**src/rtl/fetch_pkg.sv**
```systemverilog
// Shared definitions for the instruction fetch slice.
//   DEFAULT_ADDR_W / DEFAULT_DATA_W : default instruction-memory address and data widths
//   PC_STEP                         : byte distance between sequential instructions
//   fetch_state_t                   : fetch FSM encoding (IDLE / RUN / HOLD)
//   fetch_entry_t                   : prefetch queue entry layout {instr, pc}
package fetch_pkg;

    localparam int unsigned DEFAULT_ADDR_W = 8;
    localparam int unsigned DEFAULT_DATA_W = 32;
    localparam int unsigned PC_STEP        = 4;

    typedef enum logic [1:0] {
        ST_IDLE = 2'd0,
        ST_RUN  = 2'd1,
        ST_HOLD = 2'd2
    } fetch_state_t;

    typedef struct packed {
        logic [DEFAULT_DATA_W-1:0] instr;
        logic [DEFAULT_ADDR_W-1:0] pc;
    } fetch_entry_t;

endpackage

```
**src/rtl/fetch_if.sv**
```systemverilog
// Instruction fetch bus: instruction-memory read port plus the decode handshake.
//   master : fetch unit side (drives imem_addr/imem_rd_en and the out_* head)
//   slave  : memory + decode side (returns imem_instr, drives out_ready)
interface fetch_if
    import fetch_pkg::*;
#(
    parameter int unsigned ADDR_W = DEFAULT_ADDR_W,
    parameter int unsigned DATA_W = DEFAULT_DATA_W
);

    logic [ADDR_W-1:0] imem_addr;
    logic              imem_rd_en;
    logic [DATA_W-1:0] imem_instr;
    logic              out_valid;
    logic              out_ready;
    logic [DATA_W-1:0] out_instr;
    logic [ADDR_W-1:0] out_pc;

    modport master (
        output imem_addr, imem_rd_en, out_valid, out_instr, out_pc,
        input  imem_instr, out_ready
    );

    modport slave (
        input  imem_addr, imem_rd_en, out_valid, out_instr, out_pc,
        output imem_instr, out_ready
    );

endinterface

```
**src/rtl/fetch_queue.sv**
```systemverilog
// Synchronous FIFO used as the prefetch queue.
//   push/din  : write an entry (ignored while flush is high)
//   pop       : drop the head entry (ignored when empty)
//   flush     : empty the queue; wins over push and pop
//   dout      : head entry, forced to zero while empty
//   count     : number of valid entries
module fetch_queue #(
    parameter int unsigned WIDTH = 40,
    parameter int unsigned DEPTH = 4
) (
    input  logic                       clk,
    input  logic                       rst_n,
    input  logic                       push,
    input  logic [WIDTH-1:0]           din,
    input  logic                       pop,
    input  logic                       flush,
    output logic [WIDTH-1:0]           dout,
    output logic [$clog2(DEPTH+1)-1:0] count
);

    localparam int unsigned PTR_W = (DEPTH > 1) ? $clog2(DEPTH) : 1;
    localparam int unsigned CNT_W = $clog2(DEPTH + 1);

    logic [WIDTH-1:0] mem [DEPTH];
    logic [PTR_W-1:0] wr_ptr;
    logic [PTR_W-1:0] rd_ptr;
    logic             do_push;
    logic             do_pop;

    always_comb begin
        do_push = push && !flush;
        do_pop  = pop && !flush && (count != '0);
        dout    = (count == '0) ? '0 : mem[rd_ptr];
    end

    // Storage is not reset; the head is masked while the queue is empty.
    always_ff @(posedge clk) begin
        if (do_push) begin
            mem[wr_ptr] <= din;
        end
    end

    // Pointers wrap naturally because DEPTH is a power of two.
    always_ff @(posedge clk or negedge rst_n) begin
        if (!rst_n) begin
            wr_ptr <= '0;
            rd_ptr <= '0;
            count  <= '0;
        end else if (flush) begin
            wr_ptr <= '0;
            rd_ptr <= '0;
            count  <= '0;
        end else begin
            if (do_push) begin
                wr_ptr <= wr_ptr + PTR_W'(1);
            end
            if (do_pop) begin
                rd_ptr <= rd_ptr + PTR_W'(1);
            end
            count <= count + CNT_W'(do_push) - CNT_W'(do_pop);
        end
    end

endmodule

```
**src/rtl/instr_fetch_unit.sv**
```systemverilog
// Instruction fetch unit: owns the PC, issues one-cycle-latency reads to
// instruction memory, buffers results in a prefetch queue and presents them to
// decode over a valid/ready handshake. Redirects flush the queue and kill any
// in-flight read.
//   clk, rst_n     : clock, asynchronous active-low reset
//   bus (master)   : imem_addr/imem_rd_en/imem_instr, out_valid/out_ready/out_instr/out_pc
//   redirect_valid : branch/jump redirect, redirect_pc target (low two bits ignored)
//   halt           : stop issuing new requests while high
//   busy           : read in flight or queue non-empty
// Optional build macro FETCH_PERF_CNT_EN adds saturating counters perf_fetched
// (instructions pushed) and perf_killed (killed reads plus flushed entries).
module instr_fetch_unit
    import fetch_pkg::*;
#(
    parameter int unsigned       ADDR_W   = DEFAULT_ADDR_W,
    parameter int unsigned       DATA_W   = DEFAULT_DATA_W,
    parameter int unsigned       QDEPTH   = 4,
    parameter logic [ADDR_W-1:0] RESET_PC = '0
) (
    input  logic              clk,
    input  logic              rst_n,
    fetch_if.master           bus,
    input  logic              redirect_valid,
    input  logic [ADDR_W-1:0] redirect_pc,
    input  logic              halt,
    output logic              busy
`ifdef FETCH_PERF_CNT_EN
    ,
    output logic [15:0]       perf_fetched,
    output logic [15:0]       perf_killed
`endif
);

    localparam int unsigned CNT_W   = $clog2(QDEPTH + 1);
    localparam int unsigned LVL_W   = CNT_W + 1;
    localparam int unsigned ENTRY_W = DATA_W + ADDR_W;

    fetch_state_t       state;
    logic [ADDR_W-1:0]  pc;
    logic [ADDR_W-1:0]  pc_q;
    logic               inflight;
    logic [CNT_W-1:0]   count;
    logic [ENTRY_W-1:0] head;
    logic               redir_c;
    logic               room_c;
    logic               issue_c;
    logic               push_c;
    logic               pop_c;
    logic [ADDR_W-1:0]  redir_tgt_c;

    // Issue/capture decisions; a redirect blocks issue and kills the pending response.
    always_comb begin
        redir_c     = redirect_valid && (state != ST_IDLE);
        redir_tgt_c = redirect_pc & ~ADDR_W'(PC_STEP - 1);
        room_c      = (LVL_W'(count) + LVL_W'(inflight)) < LVL_W'(QDEPTH);
        issue_c     = (state == ST_RUN) && !halt && !redir_c && room_c;
        push_c      = inflight && !redir_c;
        pop_c       = bus.out_valid && bus.out_ready;
    end

    // FSM, PC and in-flight tracking.
    always_ff @(posedge clk or negedge rst_n) begin
        if (!rst_n) begin
            state    <= ST_IDLE;
            pc       <= RESET_PC;
            pc_q     <= RESET_PC;
            inflight <= 1'b0;
        end else begin
            case (state)
                ST_IDLE: state <= ST_RUN;
                ST_RUN:  if (halt)  state <= ST_HOLD;
                ST_HOLD: if (!halt) state <= ST_RUN;
                default: state <= ST_IDLE;
            endcase
            if (redir_c) begin
                pc <= redir_tgt_c;
            end else if (issue_c) begin
                pc <= pc + ADDR_W'(PC_STEP);
            end
            if (issue_c) begin
                pc_q <= pc;
            end
            inflight <= issue_c;
        end
    end

    fetch_queue #(
        .WIDTH (ENTRY_W),
        .DEPTH (QDEPTH)
    ) u_queue (
        .clk   (clk),
        .rst_n (rst_n),
        .push  (push_c),
        .din   ({bus.imem_instr, pc_q}),
        .pop   (pop_c),
        .flush (redir_c),
        .dout  (head),
        .count (count)
    );

    always_comb begin
        bus.imem_addr  = pc;
        bus.imem_rd_en = issue_c;
        bus.out_valid  = (count != '0);
        bus.out_instr  = head[ENTRY_W-1:ADDR_W];
        bus.out_pc     = head[ADDR_W-1:0];
        busy           = inflight || (count != '0);
    end

`ifdef FETCH_PERF_CNT_EN
    logic [16:0] fetched_sum;
    logic [16:0] killed_sum;

    // One extra bit detects overflow so both counters stick at all-ones.
    always_comb begin
        fetched_sum = {1'b0, perf_fetched} + 17'(push_c);
        killed_sum  = {1'b0, perf_killed};
        if (redir_c) begin
            killed_sum = killed_sum + 17'(count) + 17'(inflight);
        end
    end

    always_ff @(posedge clk or negedge rst_n) begin
        if (!rst_n) begin
            perf_fetched <= '0;
            perf_killed  <= '0;
        end else begin
            perf_fetched <= fetched_sum[16] ? 16'hFFFF : fetched_sum[15:0];
            perf_killed  <= killed_sum[16]  ? 16'hFFFF : killed_sum[15:0];
        end
    end
`else
    // Counters absent; fetch behaviour is unchanged.
`endif

endmodule

```
**src/flat_wrapper.sv**
```systemverilog
// flat-port wrapper written by rule: the top's interface ports become plain ports
module instr_fetch_unit_flat import fetch_pkg::*;
#(
    parameter int unsigned       ADDR_W   = DEFAULT_ADDR_W,
    parameter int unsigned       DATA_W   = DEFAULT_DATA_W,
    parameter int unsigned       QDEPTH   = 4,
    parameter logic [ADDR_W-1:0] RESET_PC = '0
)
  (clk, rst_n, redirect_valid, redirect_pc, halt, busy, bus_imem_addr, bus_imem_rd_en, bus_out_valid, bus_out_instr, bus_out_pc, bus_imem_instr, bus_out_ready);
  fetch_if #(.ADDR_W(ADDR_W), .DATA_W(DATA_W)) bus_i ();
  input  logic clk;
  input  logic rst_n;
  input  logic redirect_valid;
  input  logic [ADDR_W-1:0] redirect_pc;
  input  logic halt;
  output logic busy;
  output wire logic [$bits(bus_i.imem_addr)-1:0] bus_imem_addr;
  output wire logic [$bits(bus_i.imem_rd_en)-1:0] bus_imem_rd_en;
  output wire logic [$bits(bus_i.out_valid)-1:0] bus_out_valid;
  output wire logic [$bits(bus_i.out_instr)-1:0] bus_out_instr;
  output wire logic [$bits(bus_i.out_pc)-1:0] bus_out_pc;
  input wire logic [$bits(bus_i.imem_instr)-1:0] bus_imem_instr;
  input wire logic [$bits(bus_i.out_ready)-1:0] bus_out_ready;
  assign bus_imem_addr = bus_i.imem_addr;
  assign bus_imem_rd_en = bus_i.imem_rd_en;
  assign bus_out_valid = bus_i.out_valid;
  assign bus_out_instr = bus_i.out_instr;
  assign bus_out_pc = bus_i.out_pc;
  assign bus_i.imem_instr = bus_imem_instr;
  assign bus_i.out_ready = bus_out_ready;
  instr_fetch_unit #(.ADDR_W(ADDR_W), .DATA_W(DATA_W), .QDEPTH(QDEPTH), .RESET_PC(RESET_PC)) u_core (.clk(clk), .rst_n(rst_n), .bus(bus_i), .redirect_valid(redirect_valid), .redirect_pc(redirect_pc), .halt(halt), .busy(busy));
endmodule
```
**config.mk**
```make
export PLATFORM = sky130hd
export DESIGN_NAME = instr_fetch_unit_flat
export DESIGN_NICKNAME = d
export VERILOG_FILES = /design/src/rtl/fetch_pkg.sv /design/src/rtl/fetch_if.sv /design/src/rtl/fetch_queue.sv /design/src/rtl/instr_fetch_unit.sv /design/src/flat_wrapper.sv
export SDC_FILE = /design/constraint.sdc
export NUM_CORES = 1
export LEC_CHECK = 0
export BUFFER_PORTS_ARGS = -buffer_cell sky130_fd_sc_hd__buf_2
export CAP_MARGIN = 20
export CORE_MARGIN = 2
export CORE_UTILIZATION = 60
export DETAILED_ROUTE_END_ITERATION = 6
export PLACE_DENSITY = 0.83
export SYNTH_ARGS = -nofsm -noshare
export SYNTH_HDL_FRONTEND = slang
export SYNTH_SLANG_ARGS = --single-unit
```
**constraint.sdc**
```tcl
create_clock -name clk -period 5.2 [get_ports clk]
set_clock_uncertainty 0.1 [all_clocks]
set_input_delay 0.26 -clock clk [delete_from_list [all_inputs] [get_ports clk]]
set_output_delay 0.26 -clock clk [all_outputs]
set_load 0.02 [all_outputs]
```
==> results by group <==
STA
  • Final setup margin: approximately 2.1 ns
  • Final setup TNS: 0 ns
  • # setup viols final: 0
  • Max Slew Vio Count: 0
  • Final period utilization: between 50 and 60%
  • Worst slew pin tran: 1.03 ns
  • Final hold slack: between 0.01 and 0.015 ns
  • Max-Slew Margin vs Limit: 31.3%
  • Hold Violations, Final: 0
  • Max Clk Rate: ~0.32 GHz
  • Final min period: ~3 ns
  • Unrepaired setup endpoints after global routing: false

Route
  • DRT Pass-1 Iters: 4
  • Final wirelength: ~13 mm
  • Detailed Route Iter0 Violations: around 300
  • DR DRC count: 0
  • Avg Vias per Cell: between 5 and 6
  • Routed via count: about 3700
  • Post-route ant nets: 0
  • WL per Instance: approximately 20 um

Synth
  • Synth top area cells: edfxtp_1 66%, mux4_2 12%, dfrtp_1 8.0%, and2_1 3.8%, ha_1 1.4%
  • Post-synthesis compound-gate area fraction: under 10%
  • Simple-gate share of the synthesized area: between 6 and 7%
  • Post-Synth Adder-Cell Area: under 10%
  • Gate Count Post-Synth: 355
  • Post-Synth XOR/XNOR Area: less than 1%
  • Synthesized cell area: roughly 6900 um2
  • Post-synthesis area per instance: approximately 19 um2
  • Post-synth top area share: around 66%
  • Main combinational cell family by area after synthesis: multiplexers
  • Dominant cell type by area after synthesis: edfxtp_1
  • YS warnings: 0
  • Synth unique cells: 34
  • Post-synthesis mux area share: a little over an eighth
  • Number of register bits inferred by synthesis: 174
  • Post-synthesis sequential area ratio: 74.0%

Critical path
  • Nature of the critical path startpoint: register
  • Arr. time, crit path: about 2.7 ns
  • Max incr delay on CP: roughly 0.94 ns
  • Stages on worst setup path: 4
  • Worst reg2reg path depth: 9
  • CP endpoint kind: output pin
  • Buf/Inv on CP: 2
  • WP data required: 4.84 ns
  • Crit-path cells: buf_4, mux4_2, and2_1, buf_2
  • Worst path slowest cell: dfrtp_2
  • CP delay by family, top: flip-flops
  • Max FO, Critical Path: 26
  • Setup Crit Path Kind: reg -> out

Die
  • Initial Util: approximately three fifths
  • I/O pins: 96
  • Rows: 39
  • Die Span X: around 110 um
  • Core footprint: about 11000 um2
  • Die footprint: 12400 um2
  • Die extent in y: 111 um

Clocking
  • Clk buf depth: 2
  • Clock root buffer: clkbuf_16
  • CTS tree: yes
  • Htree depth: 4
  • Post_cts resized: 0
  • Worst skew pair latency: between 0.4 and 0.5 ns
  • Num Clock Sinks: roughly 170
  • Clock-pin slew on the worst setup and hold paths: around 0.06 ns
  • Cts bufs inserted: 17

Worst hold path
  • Hold Crit Class: in -> reg
  • Hold Path Depth: 3

Final layout
  • Final instance area: approximately 8400 um2
  • Nets: about 540
  • Layout cells sized above 1: between 30% and 40%
  • Fillers: roughly 670
  • Finished Core Util: approximately 74%
  • Area Overhead vs Synth: 21.5%

Place
  • Placer congestion estimate: about 0.73
  • Cell Area, Placed: about 7500 um2
  • Pre-CTS setup slack: approximately 2.5 ns
  • HPWL after detailed placement: about 6.8 mm
  • Port Buffers: 89

Pwr
  • P_leak: 0.00303 uW
  • Worst IR Drop VDD: about 0.34 mV
  • Pwr dens: 518 nW/um2

Global route
  • Initial antenna violation count: 1
  • Pin count of the biggest net entering global routing: 42
  • First-pass GRT wire length: between 20 and 25 mm
  • All-layer global routing usage: about 22%
  • GRT overflow: 0
  • Vias in the first global route: a little under 4000

Status
  • Status: finished, final reports clean

Run
  • Max_cap viols: 0
-- cell usage after synthesis --
cell type	instances
edfxtp_1	152
and2_1	42
mux4_2	38
dfrtp_1	22
nor2_1	12
clkbuf_1	10
buf_2	8
ha_1	8
mux2_2	6
o21ai_0	6
inv_1	5
or3_1	5
a31oi_1	4
and3_1	4
buf_4	4
nand2_1	4
nand4_1	3
xor2_1	3
a221o_1	2
nand3_1	2
xnor2_1	2
a21o_1	1
and4_1	1
buf_1	1
conb_1	1
fa_1	1
mux2i_1	1
nand2b_1	1
nor3b_1	1
nor4b_4	1
o211a_1	1
o21a_1	1
o22a_1	1
or2_2	1
-- power by group --
group	switching (uW)	internal, uW	total, uW	leakage (uW)
combinational	667	593	1260	0.00114
sequential	208	1670	1880	0.00163
clock	511	702	1210	0.000258
-- timing repair --
action | CTS | global route
buffers inserted | 0 | 0
endpoints found under the hold margin | 153 | 0
hold buffers | 36 | 0
-- stage by stage --
step                      power [uW]  std cells
after floorplan                 2750        358
after global placement          3120        570
after detailed placement        3150        570
after CTS                       4390        638
after global routing            4550        639
final                           4350        639
-- cell type report --
class	instances	area [um2]	share of cell area [%]
sequential	174	5120	60.9
multi-input combinational	156	1690	20.1
timing repair buffer	128	828	9.86
clock buffer	17	425	5.06
tap	143	179	2.13
clock inverter	15	146	1.74
inverter	5	18.8	0.223
antenna	1	2.50	0.0298
-- sequential cells by signal, summed over array words and instances, names as in the netlist --
signal	flops
u_core.bus.imem_addr	6
u_core.u_queue.rd_ptr	2
u_core.pc_q	6
u_core.u_queue.count	3
u_core.state	2
u_core.u_queue.mem	152
u_core.u_queue.wr_ptr	2
u_core.inflight	1
-- kinds of logic after synthesis --
family / after synthesis
flops: 174
simple gates: 77
mux: 45
buf+inv: 28
compound gates: 16
fa+ha+maj: 9
xor+xnor: 5
other cells: 1
-- worst reg2reg max path, cell delays in order, from the launching register on --
cell and delay, ns:
dfrtp_1 0.45, o21ai_0 0.66, nand2_1 0.15, ha_1 0.30
inv_1 0.06, ha_1 0.13, inv_1 0.05, fa_1 0.39
xnor2_1 0.17, nor2_1 0.06
-- layer usage --
metal,GRT usage (%),vias up,wire (um)
li1,-,1647,-
met1,28.1,1881,5180
met2,37.6,116,6820
met3,5.23,12,571
met4,7.08,0,131
met5,0,-,0
-- worst paths after layout --
path                                                        end                            startpoint  slack [ns]
min in group asynchronous   u_core.bus.imem_addr[7]$_DFFE_PN0P_                                 rst_n        0.23
min                         u_core.bus.imem_addr[6]$_DFFE_PN0P_                        redirect_pc[6]        0.01
min reg2reg                  u_core.u_queue.mem[1][4]$_DFFE_PP_            u_core.pc_q[4]$_DFFE_PN0P_        0.42
max                                           bus_out_instr[28]  u_core.u_queue.rd_ptr[0]$_DFFE_PN0P_        2.11
max in group asynchronous  u_core.u_queue.rd_ptr[1]$_DFFE_PN0P_                                 rst_n        4.39
max reg2reg                   u_core.u_queue.count[2]$_DFF_PN0_           u_core.state[1]$_DFFE_PN0P_        2.57
-- cell usage in the layout (no fill, tap or decap), types with 2 or more instances in the layout --
| cell | count |
|---|---|
| o21ai_0 | 6 |
| buf_4 | 3 |
| dfrtp_2 | 2 |
| buf_2 | 89 |
| a221o_1 | 2 |
| and3_2 | 4 |
| conb_1 | 4 |
| xnor2_1 | 2 |
| nand3_1 | 2 |
| bufinv_16 | 2 |
| or3_1 | 5 |
| dfrtp_1 | 20 |
| a31oi_1 | 4 |
| nor2_1 | 12 |
| edfxtp_1 | 152 |
| xor2_1 | 3 |
| nand4_1 | 3 |
| clkinv_4 | 2 |
| clkbuf_16 | 17 |
| dlygate4sd3_1 | 36 |
| clkinvlp_4 | 6 |
| nand2_1 | 4 |
| mux2_2 | 6 |
| and2_1 | 42 |
| clkinv_1 | 4 |
| mux4_2 | 38 |
| inv_1 | 5 |
| ha_1 | 8 |
(Power assumes the default switching activity.)
